### src/rtl/conv_sa_pe_row_mw.sv
// Row of P output-stationary PEs for the conv systolic array, NW weight lanes per PE.
// Weights and vector flags ripple one PE per cycle through the stage-A skew registers.
// Activations are latched per column and forwarded to the row below. Each PE
// multiplies, accumulates (wrap or saturate) and drains finished sums into a
// registered psum chain shared with the rows above.

// Single PE: stage B (multiply) and stage C (accumulate / drain).
// Stage A lives in the row so the skew chain is one contiguous register string.
module conv_sa_pe_mw #(
    parameter int NW  = 2,
    parameter int PW  = 19,
    parameter int SAT = 0
) (
    input  logic             clk,
    input  logic             rst_n,
    input  logic [NW*8-1:0]  w_a,
    input  logic             vld_a,
    input  logic             rst_a,
    input  logic             flush_a,
    input  logic [7:0]       x_a,
    input  logic [NW*PW-1:0] psum_in,
    input  logic             psum_vld_in,
    output logic [NW*PW-1:0] psum_out,
    output logic             psum_vld_out,
    output logic             ovf,
    output logic             coll
);

    localparam logic [PW-1:0] ACC_MAX = {1'b0, {(PW-1){1'b1}}};
    localparam logic [PW-1:0] ACC_MIN = {1'b1, {(PW-1){1'b0}}};

    logic [NW-1:0][15:0]   prod_nxt;
    logic [NW-1:0][15:0]   prod_b;
    logic                  vld_b;
    logic                  rst_b;
    logic                  flush_b;
    logic [NW-1:0][PW-1:0] acc;
    logic [NW-1:0][PW-1:0] acc_nxt;
    logic [NW-1:0][PW:0]   base_c;
    logic [NW-1:0][PW:0]   sum_c;
    logic [NW-1:0]         lane_ovf;
    logic                  do_flush;

    // Signed int8 x int8 per lane; full 16-bit product never overflows.
    always_comb begin
        prod_nxt = '0;
        for (int k = 0; k < NW; k++) begin
            prod_nxt[k] = $signed({{8{w_a[k*8+7]}}, w_a[k*8 +: 8]}) *
                          $signed({{8{x_a[7]}}, x_a});
        end
    end

    // Stage B: register products; flags travel alongside.
    always_ff @(posedge clk or negedge rst_n) begin
        if (!rst_n) begin
            prod_b  <= '0;
            vld_b   <= 1'b0;
            rst_b   <= 1'b0;
            flush_b <= 1'b0;
        end else begin
            prod_b  <= prod_nxt;
            vld_b   <= vld_a;
            rst_b   <= rst_a;
            flush_b <= flush_a;
        end
    end

    // Stage C add at PW+1 bits; a mismatch of the top two bits means the
    // true sum left the signed PW range. Wrap keeps the low bits, SAT clamps.
    always_comb begin
        base_c   = '0;
        sum_c    = '0;
        lane_ovf = '0;
        acc_nxt  = acc;
        for (int k = 0; k < NW; k++) begin
            base_c[k]   = rst_b ? '0 : {acc[k][PW-1], acc[k]};
            sum_c[k]    = base_c[k] + {{(PW+1-16){prod_b[k][15]}}, prod_b[k]};
            lane_ovf[k] = sum_c[k][PW] ^ sum_c[k][PW-1];
            if (lane_ovf[k] && (SAT != 0))
                acc_nxt[k] = sum_c[k][PW] ? ACC_MIN : ACC_MAX;
            else
                acc_nxt[k] = sum_c[k][PW-1:0];
        end
    end

    assign do_flush = vld_b & flush_b;

    // Accumulators and sticky overflow only move on valid elements;
    // a restarting element clears the old overflow before adding its own.
    always_ff @(posedge clk or negedge rst_n) begin
        if (!rst_n) begin
            acc <= '0;
            ovf <= 1'b0;
        end else if (vld_b) begin
            acc <= acc_nxt;
            ovf <= (ovf & ~rst_b) | (|lane_ovf);
        end
    end

    // Drain chain: a local flush overrides the upstream word (flagged as a
    // collision); otherwise the upstream word passes with one cycle of delay.
    always_ff @(posedge clk or negedge rst_n) begin
        if (!rst_n) begin
            psum_out     <= '0;
            psum_vld_out <= 1'b0;
            coll         <= 1'b0;
        end else if (do_flush) begin
            psum_out     <= acc_nxt;
            psum_vld_out <= 1'b1;
            coll         <= coll | psum_vld_in;
        end else begin
            psum_out     <= psum_in;
            psum_vld_out <= psum_vld_in;
        end
    end

endmodule

module conv_sa_pe_row_mw #(
    parameter int P   = 8,
    parameter int NW  = 2,
    parameter int PW  = 19,
    parameter int SAT = 0
) (
    input  logic                 clk,
    input  logic                 rst_n,
    input  logic [NW*8-1:0]      in_w,
    input  logic                 in_vld,
    input  logic                 in_rst,
    input  logic                 in_flush,
    input  logic [P*8-1:0]       in_x,
    input  logic [P*NW*PW-1:0]   in_psum,
    input  logic [P-1:0]         in_psum_vld,
    output logic [P*8-1:0]       out_x,
    output logic [P*NW*PW-1:0]   out_psum,
    output logic [P-1:0]         out_psum_vld,
    output logic [P-1:0]         ovf,
    output logic [P-1:0]         coll
);

    logic [P-1:0][NW*8-1:0]  w_src;
    logic [P-1:0][NW*8-1:0]  w_a;
    logic [P-1:0]            vld_src;
    logic [P-1:0]            vld_a;
    logic [P-1:0]            rst_src;
    logic [P-1:0]            rst_a;
    logic [P-1:0]            flush_src;
    logic [P-1:0]            flush_a;
    logic [P-1:0][7:0]       x_a;
    logic [P-1:0][NW*PW-1:0] psum_o;

    // Skew chain sources: PE0 takes the row inputs, PE i takes PE i-1 stage A.
    always_comb begin
        w_src        = w_a;
        vld_src      = vld_a;
        rst_src      = rst_a;
        flush_src    = flush_a;
        w_src[0]     = in_w;
        vld_src[0]   = in_vld;
        rst_src[0]   = in_rst;
        flush_src[0] = in_flush;
        for (int i = 1; i < P; i++) begin
            w_src[i]     = w_a[i-1];
            vld_src[i]   = vld_a[i-1];
            rst_src[i]   = rst_a[i-1];
            flush_src[i] = flush_a[i-1];
        end
    end

    // Stage A: one skew register per PE plus the per-column activation latch,
    // which doubles as the forward path to the next row.
    always_ff @(posedge clk or negedge rst_n) begin
        if (!rst_n) begin
            w_a     <= '0;
            vld_a   <= '0;
            rst_a   <= '0;
            flush_a <= '0;
            x_a     <= '0;
        end else begin
            w_a     <= w_src;
            vld_a   <= vld_src;
            rst_a   <= rst_src;
            flush_a <= flush_src;
            x_a     <= in_x;
        end
    end

    assign out_x    = x_a;
    assign out_psum = psum_o;

    for (genvar gi = 0; gi < P; gi++) begin : g_pe
        conv_sa_pe_mw #(
            .NW  (NW),
            .PW  (PW),
            .SAT (SAT)
        ) u_pe (
            .clk          (clk),
            .rst_n        (rst_n),
            .w_a          (w_a[gi]),
            .vld_a        (vld_a[gi]),
            .rst_a        (rst_a[gi]),
            .flush_a      (flush_a[gi]),
            .x_a          (x_a[gi]),
            .psum_in      (in_psum[gi*NW*PW +: NW*PW]),
            .psum_vld_in  (in_psum_vld[gi]),
            .psum_out     (psum_o[gi]),
            .psum_vld_out (out_psum_vld[gi]),
            .ovf          (ovf[gi]),
            .coll         (coll[gi])
        );
    end

endmodule

### config.mk
export PLATFORM = sky130hd
export DESIGN_NAME = conv_sa_pe_row_mw
export DESIGN_NICKNAME = d
export VERILOG_FILES = /design/src/rtl/conv_sa_pe_row_mw.sv
export SDC_FILE = /design/constraint.sdc
export NUM_CORES = 2
export LEC_CHECK = 0
export CAP_MARGIN = 20
export CORE_MARGIN = 2
export CORE_UTILIZATION = 45
export CTS_CLUSTER_SIZE = 10
export DETAILED_ROUTE_END_ITERATION = 12
export PLACE_DENSITY = 0.61
export SLEW_MARGIN = 15
export SYNTH_ARGS = -nofsm -noshare
export SYNTH_HDL_FRONTEND = slang
export SYNTH_HIERARCHICAL = 1
export SYNTH_SLANG_ARGS = --single-unit
### constraint.sdc
create_clock -name clk -period 5.4 [get_ports clk]
set_clock_uncertainty 0.15 [all_clocks]
set_input_delay 1.62 -clock clk [delete_from_list [all_inputs] [get_ports clk]]
set_output_delay 1.62 -clock clk [all_outputs]
set_load 0.01 [all_outputs]
Yosys cells after proc, flatten, opt, wreduce, memory -nomap -nowiden

Index checks and enable logic that the tools add are counted.
Widths: inputs -> output; s select.

Register bits: 1128
Bits in latches: 0
Memory bits (writable): 0
Memory bits (read-only): 0
Bits of input ports: 397
Output and inout port bits: 392
Word-level logic and storage cells: 235
Memories kept: 0

Add/subtract/negate cells: 16
$mul: 16
Div/mod/pow operators: 0
$lt $le $gt $ge: 0
Equality and inequality tests: 0
Shift-type cells: 0
Muxes and demuxes: 32
Bitwise gates (word level): 56
Reductions and logical operators: 8

Operators by type and width:

| operator        | count |
|---|---|
| $add 20x20->20  | 16 |
| $mux 20         | 16 |
| $mux 38         | 8 |
| $mul 8x8->16    | 16 |
| $and 1x1->1     | 16 |
| $or 1x1->1      | 16 |
| $reduce_or 2->1 | 8 |
| $xor 1x1->1     | 16 |
| $mux 1          | 8 |
| $not 1->1       | 8 |

Depth between registers and ports, before layout

Word-level depth: 5
Depth in mapped cells: 20
Gate-level depth less buffers: 19

Hierarchy

The synthesis kept the hierarchy.

Modules (own cells, without submodules):

| module                           | instances | cells each | area each (um^2) | sequential area each (um^2) |
|---|---|---|---|---|
| conv_sa_pe_mw (g_pe[3].u_pe ...) | 2         | 1148       | 10966.8          | 2852.7 |
| conv_sa_pe_mw (g_pe[0].u_pe ...) | 2         | 1089       | 10880.4          | 2852.7 |
| conv_sa_pe_mw (g_pe[7].u_pe)     | 1         | 1091       | 10880.4          | 2852.7 |
| conv_sa_pe_mw (g_pe[5].u_pe)     | 1         | 1084       | 10834.1          | 2852.7 |
| conv_sa_pe_mw (g_pe[6].u_pe)     | 1         | 1094       | 10815.4          | 2852.7 |
| conv_sa_pe_mw (g_pe[2].u_pe)     | 1         | 1082       | 10781.6          | 2852.7 |
| conv_sa_pe_row_mw                | 1         | 216        | 5405.2           | 5405.2 |

Worst setup path before layout

Ideal clock, no wire load.

Path type: register to register
From: reg x_a (netlist bit out_x[20])
To: reg g_pe[2].u_pe/prod_b[15] (netlist bit)
Library setup time: 0.125 ns
Data arrival time: 4.422 ns
Required time: 5.125 ns
Slack: 0.703 ns
Stages on the path, launching flop included: 20
Buffers on the path: 1
Period minus slack after synthesis: 4.697 ns
Cell sequence: dfrtp_1 clkbuf_1 and2_1 fa_1 inv_1 fa_1 inv_1 fa_1 inv_1 fa_1 inv_1 ha_1 inv_1 o21ai_1 a21oi_1 nor2b_1 o2111ai_1 nand3_1 o41a_1 xnor2_1

RTL lines:

| item                     | RTL line | text |
|---|---|---|
| start: declaration       | 149      | `logic [P-1:0][7:0] x_a;` |
| start signal: assignment | 184      | `x_a <= in_x;` |
| end signal: assignment   | 61       | `prod_b <= prod_nxt;` |
| end: declaration         | 33       | `logic [NW-1:0][15:0] prod_b;` |

==> summary.txt <==
Power Dens Cells - 526 nW/um2
P&R area growth vs syn - 17.5%
Drt drc - 0
Post-synth top area share - 0.305
Multi-input gate area in the final layout - 57800 um2
M1 WL - 108000 um
Status - completed
Most frequent cells in the layout - inv_1, dfrtp_1, fa_1
Row count - 166
CTS Buf Count - 145
Total track usage - 0.237
Max-slew violations - 0
Sink Count - 1128
EDFF count, synth - 0
Pin count of the biggest net entering global routing - 134
Die Wd - 457 um
Setup_tns - 0 ns
Final setup violating endpoints - 0
Placer Congestion - 0.888
Detailed-route wire length - 243000 um
Slew @ Worst Pin - 0.975 ns
P_leak - 0.0512 uW
DR WL met2 - 119000 um
Most common cell after layout, fill and taps aside - inv_1
Crit-path max FO - 9
# IOs - 789
Vias - 64873
Final hold vios - 0
Total power - 57100 uW
CP Class - reg2reg
Top area cells in the synthesized netlist - dfrtp_1, fa_1, ha_1
Max Cap Viol - 0
Slew HR - 0.348
Worst endpoint required time - 5.91 ns
Seq cells post-synth - 1128
HPWL after DPL - 193000 um
1st-iter DRT viols - 3026
Placed cell areas - 104000 um2
Core ar. - 204000 um2
Post-synthesis cell area - 92400 um2
Most area-hungry cell type in the Yosys netlist - dfrtp_1
Synth Instances - 9041
Fin crit period - 5.13 ns
Via density - 5.11
Async set-or-reset flop fraction in the synthesized netlist - 1.00
Wire per inst - 19.2 um
CTS Root Cell - clkbuf_16
Die Span Y - 457 um
Setup bufs post-CTS - 0
Total die area - 209000 um2
Final Cycle Share - 0.951
Post-route ant nets - 0
Startpoint Class - flip-flop
Critical path endpoint category - flip-flop
Fill cells - 18245
Post-Synthesis Net Count - 11102
Arrival @ worst endpoint - 5.64 ns
Post-layout util - 0.531
Worst vdd ir - 381 uV
Reg2Reg Setup Slack - 0.27 ns
Layout cells sized above 1 - 0.0895
Clk_lat worst skew - 0.80 ns
CTS tree - yes
Distinct cells, synth - 102
Worst hold path class - reg2reg
Router iterations before antenna repair - 9
Initial Utilization - 0.452
Number of global-route vias before repair - 69610
Total grt overflow - 0
Storage cell area - 28200 um2
Sequential fraction of the synthesis area - 0.305
H-tree Lvls - 4
Max Freq - 195 MHz
Worst hold margin - 0.200 ns
Syn Area/Cell - 10.2 um2
Initial antenna violation count - 18
Synth warn - 6
Main flop type after synthesis - dfrtp_1
Clock slew at reported path FFs - 0.06 ns
Nets - 11973
Clock Path Buffers - 3
RSZ-0062 raised after global routing - no
Final Instance Area - 109000 um2
Met3 WL - 10200 um
I/O Buffers - 788
First-pass GRT wire length - 391000 um
Top Metal Used - met5
## state kept, by name, indices dropped and copies added, names as in the netlist
register                count
flush_a                     8
rst_a                       8
g_pe.u_pe/flush_b           8
g_pe.u_pe/psum_out        304
g_pe.u_pe/coll              8
g_pe.u_pe/rst_b             8
g_pe.u_pe/prod_b          256
g_pe.u_pe/vld_b             8
g_pe.u_pe/acc             304
out_x                      64
w_a                       128
vld_a                       8
g_pe.u_pe/ovf               8
g_pe.u_pe/psum_vld_out      8
## worst max-delay path: stages (launching register included)
cell and delay [ns]:
dfrtp_1 0.65, and2_1 0.34, fa_1 0.50, inv_1 0.05
fa_1 0.49, inv_1 0.05, fa_1 0.47, inv_1 0.05
fa_1 0.52, inv_1 0.04, ha_1 0.33, o21ai_0 0.15
a21boi_1 0.21, o21ai_0 0.12, a21boi_1 0.20, o21ai_0 0.13
a21boi_1 0.24, mux2i_1 0.21, nand2_1 0.07
## synthesized netlist by cell type (17+ instances only)
cell and n:
inv_1 1492, dfrtp_1 1128, fa_1 896, ha_1 768, and2_1 717, nand2_1 601, mux2_2 451, nor2b_1 433
xnor2_1 376, a21oi_1 307, nor2_1 278, o21ai_0 242, clkbuf_1 175, a21o_1 135, nand2b_1 93, xor2_1 92
nand3_1 75, nor3_1 65, o21a_1 59, o21ai_1 46, o31ai_1 42, a31oi_1 36, o21bai_1 35, a211oi_1 32
a21boi_0 28, and3_1 26, nand4_1 25, o211ai_1 24, or3_1 24, buf_1 19, a21boi_1 17
## cells by family (layout without fill, tap and decap cells)
logic type	after synthesis	count (layout)	share of synthesized area
compound gates	1208	1208	0.0871
xor+xnor	469	469	0.0445
fa+ha+maj	1664	1664	0.298
buf+inv	1696	2653	0.0695
flops	1128	1128	0.305
mux	469	469	0.0570
other cells	0	9	0
simple gates	2407	2407	0.138
## layout make-up
cell class	instances	area share
Clock buffer	201	0.0379
Clock inverter	32	0.00401
Timing Repair Buffer	927	0.0833
Multi-Input combinational cell	6217	0.532
Antenna cell	9	0.000207
Sequential cell	1128	0.260
Tap cell	2688	0.0310
Inverter	1493	0.0516
## through the flow
| step | std cells | worst slack [ns] |
|---|---|---|
| after floorplan | 9041 | 0.703 |
| after global placement | 12453 | 0.372 |
| after detailed placement | 12453 | 0.272 |
| after CTS | 12686 | 0.251 |
| after global routing | 12692 | 0.00429 |
| final | 12695 | 0.265 |
## report_power, final
part	leakage, uW	total [uW]	internal [uW]	switching [uW]
registers	0.0132	13100	11600	1560
clock network	0.00220	9390	5460	3930
logic	0.0359	34500	15500	19000
## worst paths after layout
| path | from | end | cells past startpoint |
|---|---|---|---|
| worst min register to register | vld_a[7] | g_pe[7].u_pe/vld_b | 0 |
| min in group asynchronous | rst_n | g_pe[5].u_pe/psum_out[16] | 1 |
| worst max register to register | w_a[47] | g_pe[2].u_pe/prod_b[30] | 18 |
| worst min-delay path | vld_a[7] | g_pe[7].u_pe/vld_b | 0 |
| max in group asynchronous | rst_n | out_x[15] | 2 |
| worst max-delay path | w_a[47] | g_pe[2].u_pe/prod_b[30] | 18 |
## what timing repair did
item / 4_1_cts / 5_1_grt
gates resized for setup: 0 / 4
hold buffers: 0 / 0
setup endpoints to repair: 0 / 3
## routing by layer
metal | up-vias | track usage
li1 | 30753 | -
met3 | 264 | 0.0381
met1 | 32685 | 0.316
met2 | 1165 | 0.404
met5 | - | 0
met4 | 6 | 0.0578
Power figures use the tool's default switching activity.
